[src/rtl/_8bit_seq_mul.sv]
// Unsigned 8x8 shift-add multiplier around a single ripple-carry adder; done pulses 8 cycles after start is accepted.
// No backpressure: start is ignored while busy, p holds its value until the next completion.

module rca8 (
  input  logic [7:0] a_i,
  input  logic [7:0] b_i,
  input  logic       c_i,
  output logic [7:0] sum_o,
  output logic       c_o
);
  logic carry;

  // A single loop variable carries the ripple chain bit by bit.
  always_comb begin
    sum_o = '0;
    carry = c_i;
    for (int i = 0; i < 8; i++) begin
      sum_o[i] = a_i[i] ^ b_i[i] ^ carry;
      carry    = (a_i[i] & b_i[i]) | (carry & (a_i[i] ^ b_i[i]));
    end
    c_o = carry;
  end
endmodule

module _8bit_seq_mul (
  input  logic        clk,
  input  logic        rst_n,
  input  logic        start,
  input  logic [7:0]  a,
  input  logic [7:0]  b,
  output logic        busy,
  output logic        done,
  output logic [15:0] p
);
  typedef enum logic [1:0] {
    IDLE = 2'd0,
    RUN  = 2'd1,
    DONE = 2'd2
  } state_t;

  state_t      state_q;
  logic [7:0]  m_q;
  logic [7:0]  acc_q;
  logic [7:0]  q_q;
  logic [2:0]  cnt_q;
  logic        busy_q;
  logic        done_q;
  logic [15:0] p_q;

  logic [7:0]  sum;
  logic        c_out;
  logic [15:0] step_d;

  rca8 u_add (
    .a_i   (acc_q),
    .b_i   (m_q),
    .c_i   (1'b0),
    .sum_o (sum),
    .c_o   (c_out)
  );

  // The carry-out becomes the new MSB so 0xFF*0xFF stays exact.
  always_comb begin
    step_d = {1'b0, acc_q, q_q[7:1]};
    if (q_q[0]) begin
      step_d = {c_out, sum, q_q[7:1]};
    end
  end

  always_ff @(posedge clk or negedge rst_n) begin
    if (!rst_n) begin
      state_q <= IDLE;
      m_q     <= '0;
      acc_q   <= '0;
      q_q     <= '0;
      cnt_q   <= '0;
      busy_q  <= 1'b0;
      done_q  <= 1'b0;
      p_q     <= '0;
    end else begin
      case (state_q)
        IDLE: begin
          done_q <= 1'b0;
          if (start) begin
            m_q     <= a;
            acc_q   <= '0;
            q_q     <= b;
            cnt_q   <= '0;
            busy_q  <= 1'b1;
            state_q <= RUN;
          end
        end
        RUN: begin
          acc_q <= step_d[15:8];
          q_q   <= step_d[7:0];
          cnt_q <= cnt_q + 3'd1;
          if (cnt_q == 3'd7) begin
            p_q     <= step_d;
            done_q  <= 1'b1;
            state_q <= DONE;
          end
        end
        DONE: begin
          done_q  <= 1'b0;
          busy_q  <= 1'b0;
          state_q <= IDLE;
        end
        default: begin
          done_q  <= 1'b0;
          busy_q  <= 1'b0;
          state_q <= IDLE;
        end
      endcase
    end
  end

  assign busy = busy_q;
  assign done = done_q;
  assign p    = p_q;
endmodule

[config.mk]
export PLATFORM = sky130hd
export DESIGN_NAME = _8bit_seq_mul
export DESIGN_NICKNAME = d
export VERILOG_FILES = /design/src/rtl/_8bit_seq_mul.sv
export SDC_FILE = /design/constraint.sdc
export NUM_CORES = 1
export LEC_CHECK = 0
export ABC_CLOCK_PERIOD_IN_PS = 6610
export CAP_MARGIN = 20
export CORE_UTILIZATION = 55
export DETAILED_ROUTE_END_ITERATION = 16
export HOLD_SLACK_MARGIN = 0.02
export PLACE_DENSITY = 0.93
export REMOVE_ABC_BUFFERS = 1
export SYNTH_ARGS = -nofsm -noshare
export SYNTH_HDL_FRONTEND = slang
export SYNTH_SLANG_ARGS = --single-unit
[constraint.sdc]
create_clock -name clk -period 6.61 [get_ports clk]
set_input_delay 1.322 -clock clk [delete_from_list [all_inputs] [get_ports clk]]
set_output_delay 1.322 -clock clk [all_outputs]
set_load 0.01 [all_outputs]
==> key figures, run 1 <==
Critical path
  – Startpoint types: register
  – Worst reg-to-reg setup slack: around 2800 ps
  – RR Startpoint: m_q[0]
  – Kind of end point of the critical path: register
  – CP Data Required Time: slightly below 7000 ps
  – Arr. time, crit path: between 3000 and 4000 ps
  – CP Max Fanout: 2
  – Crit path from: m_q[0]
  – Critical path class: reg2reg

Global routing
  – Largest net degree at the start of global routing: 48
  – Vias in the first global route: 1468
  – Global Route Usage Sum: ~23%
  – Total grt overflow: 0
  – Global-route wire length before repair: a little under 7000 microns
  – Initial antenna violation count: 0

Route
  – Routed wire length per instance: around 15 microns
  – WL final: 4076 microns
  – Drt initial violations: 78
  – Remaining DRCs: 0
  – Metal3 WL: about 150 microns
  – Vias post-DR: 1468
  – Met1 Routed Length: around 1700 microns
  – Pre-Repair DR Iteration Count: 4
  – Uppermost layer routed: met4
  – Via-to-Cell Ratio: ~5.4
  – Final ANT Viol Nets: 0
  – WL met2: 2030 microns

STA
  – Setup tns final: 0 ps
  – Final WS setup: between 2000 and 3000 ps
  – Worst hold slack: about 480 ps
  – Max Freq: between 0.2 and 0.3 GHz
  – Fin. Hold Viols: 0
  – RSZ-0062 raised after global routing: no
  – Clock Skew: approximately 9.1 ps
  – Relative slew margins: between 60% and 70%
  – Slew Limit Fails: 0
  – Final setup viols: 0
  – Worst-Margin Slew: approximately 600 ps
  – Clock period minus worst slack: approximately 3800 ps
  – Fin crit share: 57.31%

Clock network
  – # H-tree levels: 2
  – CTS root buffer: clkbuf_8
  – Cts hold-fix bufs: 0
  – CTS buffer count: 5
  – Clock Latency Late Sink: approximately 300 ps
  – Gates resized, CTS repair: 0
  – Clock Sinks: between 40 and 50
  – Clock Tree Buf Depth: 2
  – Postcts setup bufs: 0
  – CTS clk-pin slew, worst paths: about 80 ps
  – CTS tree: yes

Synthesis
  – Async SR Flop Fraction: 100.0%
  – Synth area leader: dfrtp_1
  – Post-synthesis sequential area ratio: between 50% and 60%
  – Share of Yosys cell area claimed by the top area cell type: between 50% and 60%
  – Mapped Area: 0.002161 sq mm
  – Cells after Synth: about 190
  – Avg Cell Area, Syn: roughly 12 sq um
  – Synth top cells by count: dfrtp_1 (47), o21ai_0 (29), nand2_1 (27), inv_1 (16), mux2_2 (16)
  – Synth unique cells: 25
  – Seq cells post-synth: 47
  – Ys flop type: dfrtp_1
  – Post-synth EDFFs: 0
  – Top cells by area, synth: dfrtp_1 (54%), mux2_2 (8.3%), o21ai_0 (6.7%)
  – Syn. warnings: 0
  – Most frequent cell after synthesis: dfrtp_1

Floorplanning
  – Row count: 22
  – Die area: about 0.0042 sq mm
  – Core area: ~0.0037 sq mm
  – I/O pin count: 37
  – Initial Util: roughly three fifths
  – Die height: around 65 microns
  – Die width: about 65 microns

Hold path
  – Worst hold path class: reg2reg
  – Hold_sp: p[9]

Pwr
  – Pwr Density: ~470 mW/mm^2
  – Pleak: ~1.2 nW
  – VDD IR max: about 280 uV
  – Tot Pwr: around 1.2 mW

Layout
  – Share of post-route cells with drive strength above 1: between 10 and 15%
  – Layout filler cell count: between 200 and 300
  – Layout Nets: roughly 250
  – Number of antenna diodes: 0
  – Fin util: between 70% and 80%
  – Final Non-Filler Cells: approximately 270
  – Final std cell area, no fill: ~0.0027 sq mm
  – Area Growth Syn to Fin: 22.64%

Placed design
  – Placed Instances: approximately 260
  – PortBufs: 36
  – Global placer's final weighted congestion: 0.7672
  – DPL Wire Length: 2885 microns
  – DP Area: 0.002515 sq mm
  – DP Worst Slack: about 2800 ps

Job
  – Max cap viols: 0

Run status
  – Status: finished clean
==> critical path: stages, from the launching register on <==
cell	delay (ps)
dfrtp_1	390
ha_1	150
inv_1	50
fa_1	370
fa_1	380
fa_1	380
fa_1	380
fa_1	390
fa_1	370
inv_1	80
fa_1	410
mux2i_1	180
o21ai_0	100
==> sequential cells by signal (all words and copies together), names as in the netlist <==
register  flops
acc_q         8
busy          1
cnt_q         3
done          1
m_q           8
p            16
q_q           8
state_q       2
==> cells in the final DEF (no fill, tap or decap) <==
cell type / count
nor2b_2: 1
a21oi_1: 5
a22oi_1: 6
and3b_1: 1
o21bai_1: 2
and2b_1: 5
buf_2: 1
fa_1: 7
a22o_1: 2
dfrtp_1: 47
inv_1: 16
buf_16: 1
nor2_1: 2
mux2_2: 16
buf_4: 1
clkbuf_8: 7
mux2i_1: 4
nor2b_1: 1
nand2_1: 27
ha_1: 3
mux2_4: 1
o21ai_0: 29
nor2b_4: 1
clkdlybuf4s50_1: 35
clkbuf_1: 1
nand3b_2: 1
a21o_1: 1
==> power breakdown <==
part / internal, mW / switching, mW
clock: 0.0954 / 0.0887
combinational: 0.279 / 0.248
sequential: 0.424 / 0.106
total: 0.799 / 0.442
==> final cells by class <==
class / count / area (sq um) / area share [%]
clock buffer: 8 / 100.1 / 3.777
inverter: 16 / 60.06 / 2.266
multi-input combinational: 115 / 863.3 / 32.58
sequential: 47 / 1176 / 44.38
tap: 48 / 60.06 / 2.266
timing repair buffer: 38 / 390.4 / 14.73
==> logic make-up (layout without fill, tap and decap cells) <==
kind of cell / after synthesis / count (layout) / share of synthesized area (%)
AOI/OAI and AO/OA: 45 / 45 / 11.81
adders and majority gates: 10 / 10 / 8.222
buffers and inverters: 25 / 62 / 5.616
DFF: 47 / 47 / 54.43
muxes: 21 / 21 / 10.89
and+or+nand+nor: 39 / 39 / 9.034
==> per-layer routing <==
| layer | up-vias | global-route usage (%) |
|---|---|---|
| li1 | 697 | - |
| met1 | 713 | 26.76 |
| met2 | 46 | 37.37 |
| met3 | 12 | 6.162 |
| met4 | 0 | 16.67 |
| met5 | - | 0 |
==> final timing paths <==
kind / depth (start not counted) / to
worst max-delay path: 12 / p[14]
worst min-delay path: 2 / p[9]
worst max register to register: 12 / p[14]
worst min register to register: 2 / p[9]
max in group asynchronous: 2 / p[4]
min in group asynchronous: 1 / acc_q[5]
(Power assumes the default switching activity.)
==> inputs of run 2 (changes only) <==
--- a/config.mk
+++ b/config.mk
@@ -5,12 +5,12 @@
 export SDC_FILE = /design/constraint.sdc
 export NUM_CORES = 1
 export LEC_CHECK = 0
-export ABC_CLOCK_PERIOD_IN_PS = 6610
+export ABC_CLOCK_PERIOD_IN_PS = 3440
 export CAP_MARGIN = 20
-export CORE_UTILIZATION = 55
+export CORE_UTILIZATION = 47
 export DETAILED_ROUTE_END_ITERATION = 16
 export HOLD_SLACK_MARGIN = 0.02
-export PLACE_DENSITY = 0.93
+export PLACE_DENSITY = 0.86
 export REMOVE_ABC_BUFFERS = 1
 export SYNTH_ARGS = -nofsm -noshare
 export SYNTH_HDL_FRONTEND = slang
==> constraint.sdc (replaced) <==
create_clock -name clk -period 3.44 [get_ports clk]
set_input_delay 0.688 -clock clk [delete_from_list [all_inputs] [get_ports clk]]
set_output_delay 0.688 -clock clk [all_outputs]
set_load 0.01 [all_outputs]
==> run 2 against run 1 <==
  * The flow now finishes with violations (negative setup slack)
  * Sequential share of layout area decreased by 0.62 points
  * Worst setup slack worse by 2900 ps
  * Final area up 1.4%
  * Sequential cell count unchanged
  * Global-route usage decreased by 5.6 points
  * Non-clock buffer count grew 1
  * Critical path depth is the same
  * First-iteration DRC count up 12%
  * Register-to-register slack worse by 2900 ps
  * Critical endpoint unchanged
  * Largest cell class unchanged
==> key figures, run 2 (same netlist as run 1, synthesis figures left out) <==
Critical path
  – Worst reg-to-reg setup slack: -40 ps
  – Crit path from: m_q[0]
  – Arr. time, crit path: 3640 ps
  – CP Max Fanout: 2
  – CP dominant cell by count: fa_2
  – Worst setup path end: p[14]
  – CP cell instances: ha_1 > inv_1 > fa_2 > fa_2 > fa_2 > fa_2 > fa_2 > fa_2 > inv_2 > fa_1 > mux2i_1 > o21ai_1
  – CP Data Required Time: 3600 ps
  – FF-to-FF End: p[14]
  – Kind of end point of the critical path: register
  – Stages on the worst setup path: 12
  – RR Startpoint: m_q[0]
  – CP delay by family, top: adder cells
  – CP max-delay cell: fa_1
  – Startpoint types: register
  – R2r worst-path depth: 12
  – Critical path's largest stage delay: 400 ps
  – Critical path class: reg2reg
  – WP buf/inv: 2

Global routing
  – Global Route Usage Sum: ~18%
  – Vias in the first global route: 1481
  – Total grt overflow: 0
  – Largest net degree at the start of global routing: 48
  – Global-route wire length before repair: 6741 microns
  – Initial antenna violation count: 0

Floorplanning
  – Row count: 24
  – Die area: about 0.005 sq mm
  – Initial Util: 49.29%
  – Die width: between 60 and 70 microns
  – Core area: roughly 0.0044 sq mm
  – Die height: 69.81 microns
  – I/O pin count: 37

Run status
  – Failing checks: negative setup slack
  – Status: finished with violations

STA
  – Fin crit share: 101.1%
  – Relative slew margins: 62.11%
  – Final setup viols: 2
  – RSZ-0062 raised after global routing: yes
  – Worst-Margin Slew: 565.3 ps
  – Worst hold slack: 277.9 ps
  – Slew Limit Fails: 0
  – Final WS setup: -36.50 ps
  – Setup tns final: -71.68 ps
  – Clock period minus worst slack: about 3500 ps
  – Max Freq: between 0.2 and 0.3 GHz
  – Fin. Hold Viols: 0
  – Clock Skew: 5.597 ps

Layout
  – Number of flip-flops in the largest register: 16
  – Layout filler cell count: 369
  – Share of post-route cells with drive strength above 1: 17.33%
  – Most frequent cells in the layout: dfrtp_1 (47), clkdlybuf4s50_1 (35), nand2_1 (27), o21ai_0 (27), mux2_2 (16)
  – Number of antenna diodes: 0
  – Final Non-Filler Cells: ~280
  – Fin util: 61.30%
  – Final std cell area, no fill: 0.002688 sq mm
  – Layout Nets: 253
  – Commonest non-fill, non-tap cell in the layout: dfrtp_1
  – Area Growth Syn to Fin: 24.38%

Clock network
  – CTS buffer count: 5
  – Postcts setup bufs: 0
  – # H-tree levels: 2
  – Clock Tree Buf Depth: 2
  – Clock Latency Late Sink: about 290 ps
  – Clock Sinks: 47
  – CTS clk-pin slew, worst paths: around 80 ps
  – CTS root buffer: clkbuf_8
  – CTS tree: yes

Placed design
  – Global placer's final weighted congestion: between 0.7 and 0.8
  – Placed Instances: 268
  – DP Worst Slack: -327.3 ps
  – DP Area: between 0.002 and 0.003 sq mm
  – PortBufs: 36
  – DPL Wire Length: ~2600 microns

Pwr
  – Pleak: about 1.2 nW
  – Pwr Density: around 900 mW/mm^2
  – Tot Pwr: about 2.4 mW
  – VDD IR max: 396.2 uV

Hold path
  – Worst hold path class: in2async

Route
  – Final ANT Viol Nets: 0
  – Via-to-Cell Ratio: between 5 and 6
  – Remaining DRCs: 0
  – WL final: about 3800 microns
  – Drt initial violations: 87
  – Vias post-DR: ~1500
  – Pre-Repair DR Iteration Count: 4
  – Routed wire length per instance: roughly 14 microns

Job
  – Max cap viols: 0
==> run 2: cell count changes in the layout (fill, tap and decap cells not counted), moves of 2 or more <==
cell     previous run  this run
o21ai_1             0         2
fa_1                7         1
fa_2                0         6
o21ai_0            29        27
==> run 2: area by class of cell <==
cell class | instances | area (sq um) | share of cell area (%)
Multi-Input combinational cell | 115 | 878.3 | 32.68
Sequential cell | 47 | 1176 | 43.76
Clock inverter | 2 | 35.03 | 1.304
Inverter | 16 | 60.06 | 2.235
Tap cell | 52 | 65.06 | 2.421
Timing Repair Buffer | 39 | 390.4 | 14.53
Clock buffer | 6 | 82.58 | 3.073
==> run 2: how the worst min path moves through the flow <==
stage,start,endpoint,slack [ps],cells past startpoint
6_report,rst_n,m_q[3],280,1
5_1_grt,rst_n,m_q[3],290,1
4_1_cts,p[9],p[9],490,2
3_5_place_dp,p[9],p[9],470,2
3_3_place_gp,p[9],p[9],460,2
2_1_floorplan,rst_n,acc_q[0],390,0
==> run 2: per-layer routing <==
metal,share of wire [%],vias up,global-route usage (%)
met4,1.7,0,6.000
met3,4.4,9,3.779
met2,47,43,29.17
li1,-,696,-
met1,47,709,23.05
met5,0,-,0
==> run 2: report_power, final <==
group | switching, mW | internal (mW) | leakage (nW)
clock network | 0.179 | 0.235 | 0.0612
registers | 0.194 | 0.814 | 0.575
logic | 0.469 | 0.555 | 0.565
total | 0.842 | 1.60 | 1.20
==> run 2: timing repair <==
action,in CTS,in global routing
pin swaps,1,0
resized for setup,9,0
hold buffers,0,0
setup endpoints to repair,3,2
gates cloned,0,0
hold endpoints to repair,0,0
==> inputs of run 3 (changes only) <==
--- a/config.mk
+++ b/config.mk
@@ -7,11 +7,13 @@
 export LEC_CHECK = 0
 export ABC_CLOCK_PERIOD_IN_PS = 3440
 export CAP_MARGIN = 20
-export CORE_UTILIZATION = 47
+export CORE_UTILIZATION = 49
+export CTS_BUF_LIST = sky130_fd_sc_hd__clkbuf_2 sky130_fd_sc_hd__clkbuf_4 sky130_fd_sc_hd__clkbuf_8
 export DETAILED_ROUTE_END_ITERATION = 16
 export HOLD_SLACK_MARGIN = 0.02
-export PLACE_DENSITY = 0.86
+export PLACE_DENSITY = 0.89
 export REMOVE_ABC_BUFFERS = 1
+export SKIP_LAST_GASP = 1
 export SYNTH_ARGS = -nofsm -noshare
 export SYNTH_HDL_FRONTEND = slang
 export SYNTH_SLANG_ARGS = --single-unit
==> run 3 against run 2 <==
  * The flow still finishes with violations (negative setup slack)
  * Critical endpoint is now acc_q[6]
  * Critical path depth unchanged
  * Sequential share of layout area up 0.061 points
  * Hold slack worse by 96 ps
  * Total power up 1.1%
  * Largest power group unchanged
  * Highest routed layer unchanged
  * Sequential cell count unchanged
  * Via count up 2.7%
  * Final area down 0.14%
  * Clock-buffer cell count unchanged
  * Register-to-register slack worse by 130 ps
  * Combinational power up 8%
==> key figures, run 3 (same netlist as run 1, synthesis figures left out) <==
Run status
  – Status: finished with violations
  – Failing checks: negative setup slack

Route
  – Remaining DRCs: 0
  – Routed wire length per instance: around 16 microns
  – Vias post-DR: around 1500
  – Via-to-Cell Ratio: about 5.4
  – WL final: around 4400 microns
  – Drt initial violations: 115
  – Pre-Repair DR Iteration Count: 4
  – Final ANT Viol Nets: 0

Layout
  – Fin util: around two thirds
  – Commonest non-fill, non-tap cell in the layout: dfrtp_1
  – Layout Nets: around 260
  – Number of antenna diodes: 0
  – Most frequent cells in the layout: dfrtp_1 (47), clkdlybuf4s50_1 (35), nand2_1 (27), o21ai_0 (27), mux2_2 (16)
  – Number of flip-flops in the largest register: 16
  – Share of post-route cells with drive strength above 1: 18.94%
  – Area Growth Syn to Fin: 24.20%

Critical path
  – Kind of end point of the critical path: register
  – CP Data Required Time: ~3600 ps
  – Critical path class: reg2reg
  – Startpoint types: register
  – Arr. time, crit path: roughly 3800 ps
  – CP Max Fanout: 2

Pwr
  – Pleak: roughly 1.2 nW
  – Switching part of the total: roughly 37%
  – Combinational power share: about 44%
  – VDD IR max: slightly below 400 uV
  – Pwr Density: 921.6 mW/mm^2
  – Clock power share: between 10% and 20%
  – Net Switching: 0.9118 mW
  – Seq pwr share: between 40% and 50%
  – Int Power: ~1.6 mW
  – Tot Pwr: 2.473 mW

Global routing
  – Met3 Track Usage GR: under 10%
  – Initial antenna violation count: 0
  – Global routing's busiest layer: met2
  – Grt met2 use: 34.19%
  – Global-route wire length before repair: around 7100 microns
  – GR Util met1: ~28%
  – Largest net degree at the start of global routing: 48
  – Total grt overflow: 0
  – Global Route Usage Sum: a little over a fifth
  – Vias in the first global route: ~1500

Floorplanning
  – Core area: between 0.004 and 0.005 sq mm
  – Die area: about 0.0047 sq mm
  – I/O pin count: 37
  – Row count: 23
  – Die height: 68.41 microns
  – Die width: between 60 and 70 microns
  – Initial Util: 52.51%

Clock network
  – Clock Tree Buf Depth: 2
  – CTS clk-pin slew, worst paths: about 90 ps
  – Clock Sinks: 47
  – CTS root buffer: clkbuf_8
  – Cts hold-fix bufs: 0
  – CTS buffer count: 5
  – # H-tree levels: 2
  – Clock Latency Late Sink: slightly above 300 ps
  – CTS tree: yes

STA
  – Worst-Margin Slew: 558.4 ps
  – Fin crit share: 104.8%
  – Final setup viols: 2
  – Slew Limit Fails: 0
  – Relative slew margins: roughly 63%
  – Clock period minus worst slack: between 3000 and 4000 ps
  – Fin. Hold Viols: 0
  – Max Freq: between 0.2 and 0.3 GHz
  – Final WS setup: -166.1 ps
  – Clock Skew: about 8.1 ps
  – RSZ-0062 raised after global routing: yes

Job
  – Max cap viols: 0

Placed design
  – PortBufs: 36
  – Global placer's final weighted congestion: 0.7902
  – DPL Wire Length: 2845 microns

Hold path
  – Worst hold path class: in2async
[run 3: cell types whose count changed in the layout (fill, tap and decap cells not counted)]
cell,before,now
buf_4,2,4
inv_1,15,14
ha_1,3,2
clkinv_2,1,0
clkinv_4,0,1
ha_2,0,1
inv_2,1,2
clkinvlp_4,0,1
bufinv_16,1,0
[run 3: layout make-up]
class / instances / area [sq um]
clock buffers: 6 / 82.58
well taps: 50 / 62.56
inverters: 16 / 60.06
flip-flops and latches: 47 / 1176
clock inverters: 2 / 16.27
repair buffers: 41 / 405.4
fillers: 330 / 1431
multi-input cells: 115 / 880.8
[run 3: routing by layer]
metal	up-vias	part of all wire [%]
li1	697	-
met1	753	43
met2	39	51
met3	8	4.2
met4	0	1.8
met5	-	0
[run 3: power by group through the flow]
stage               Combinational (mW)  Clock (mW)  Sequential (mW)
floorplan                        0.569           0             1.03
global placement                 0.962           0             1.01
detailed placement                1.03           0             1.02
CTS                               1.09       0.359             1.01
global route                      1.23       0.389             1.06
finish                            1.10       0.360             1.02
[run 3: timing repair]
item,in CTS,in global routing
setup endpoints to repair,6,2
resized for setup,10,1
pin swaps,1,0
setup buffers,1,1
[run 3: stage by stage]
stage	TNS, ps	hold WS [ps]	area [sq um]	setup WS (ps)	cells
global placement	-370.2	461.2	2532	-189.9	266
global route	-500.6	176.0	2684	-251.2	277
finish	-321.7	182.0	2684	-166.1	277
detailed placement	-883.8	469.9	2532	-394.6	266
CTS	-263.8	489.7	2656	-144.2	275
floorplan	-277.8	392.4	2100	-142.7	178
[run 3: worst paths after layout]
path	slack, ps	end	startpoint	cells past startpoint
max in group asynchronous	2810	m_q[3]	rst_n	2
hold / removal	180	p[5]	rst_n	1
hold reg to reg	480	p[8]	p[8]	2
setup / recovery	-170	acc_q[6]	acc_q[0]	12
min in group clk	480	p[8]	p[8]	2
setup reg to reg	-170	acc_q[6]	acc_q[0]	12
[run 3: worst max-delay path, cell delays in order (launching register included)]
cell and delay (ps):
dfrtp_1 370, ha_2 170, inv_2 40, fa_2 340, fa_2 370, fa_2 360, fa_2 360, fa_2 350
fa_2 340, inv_2 60, fa_1 400, mux2i_1 210, o21ai_1 100
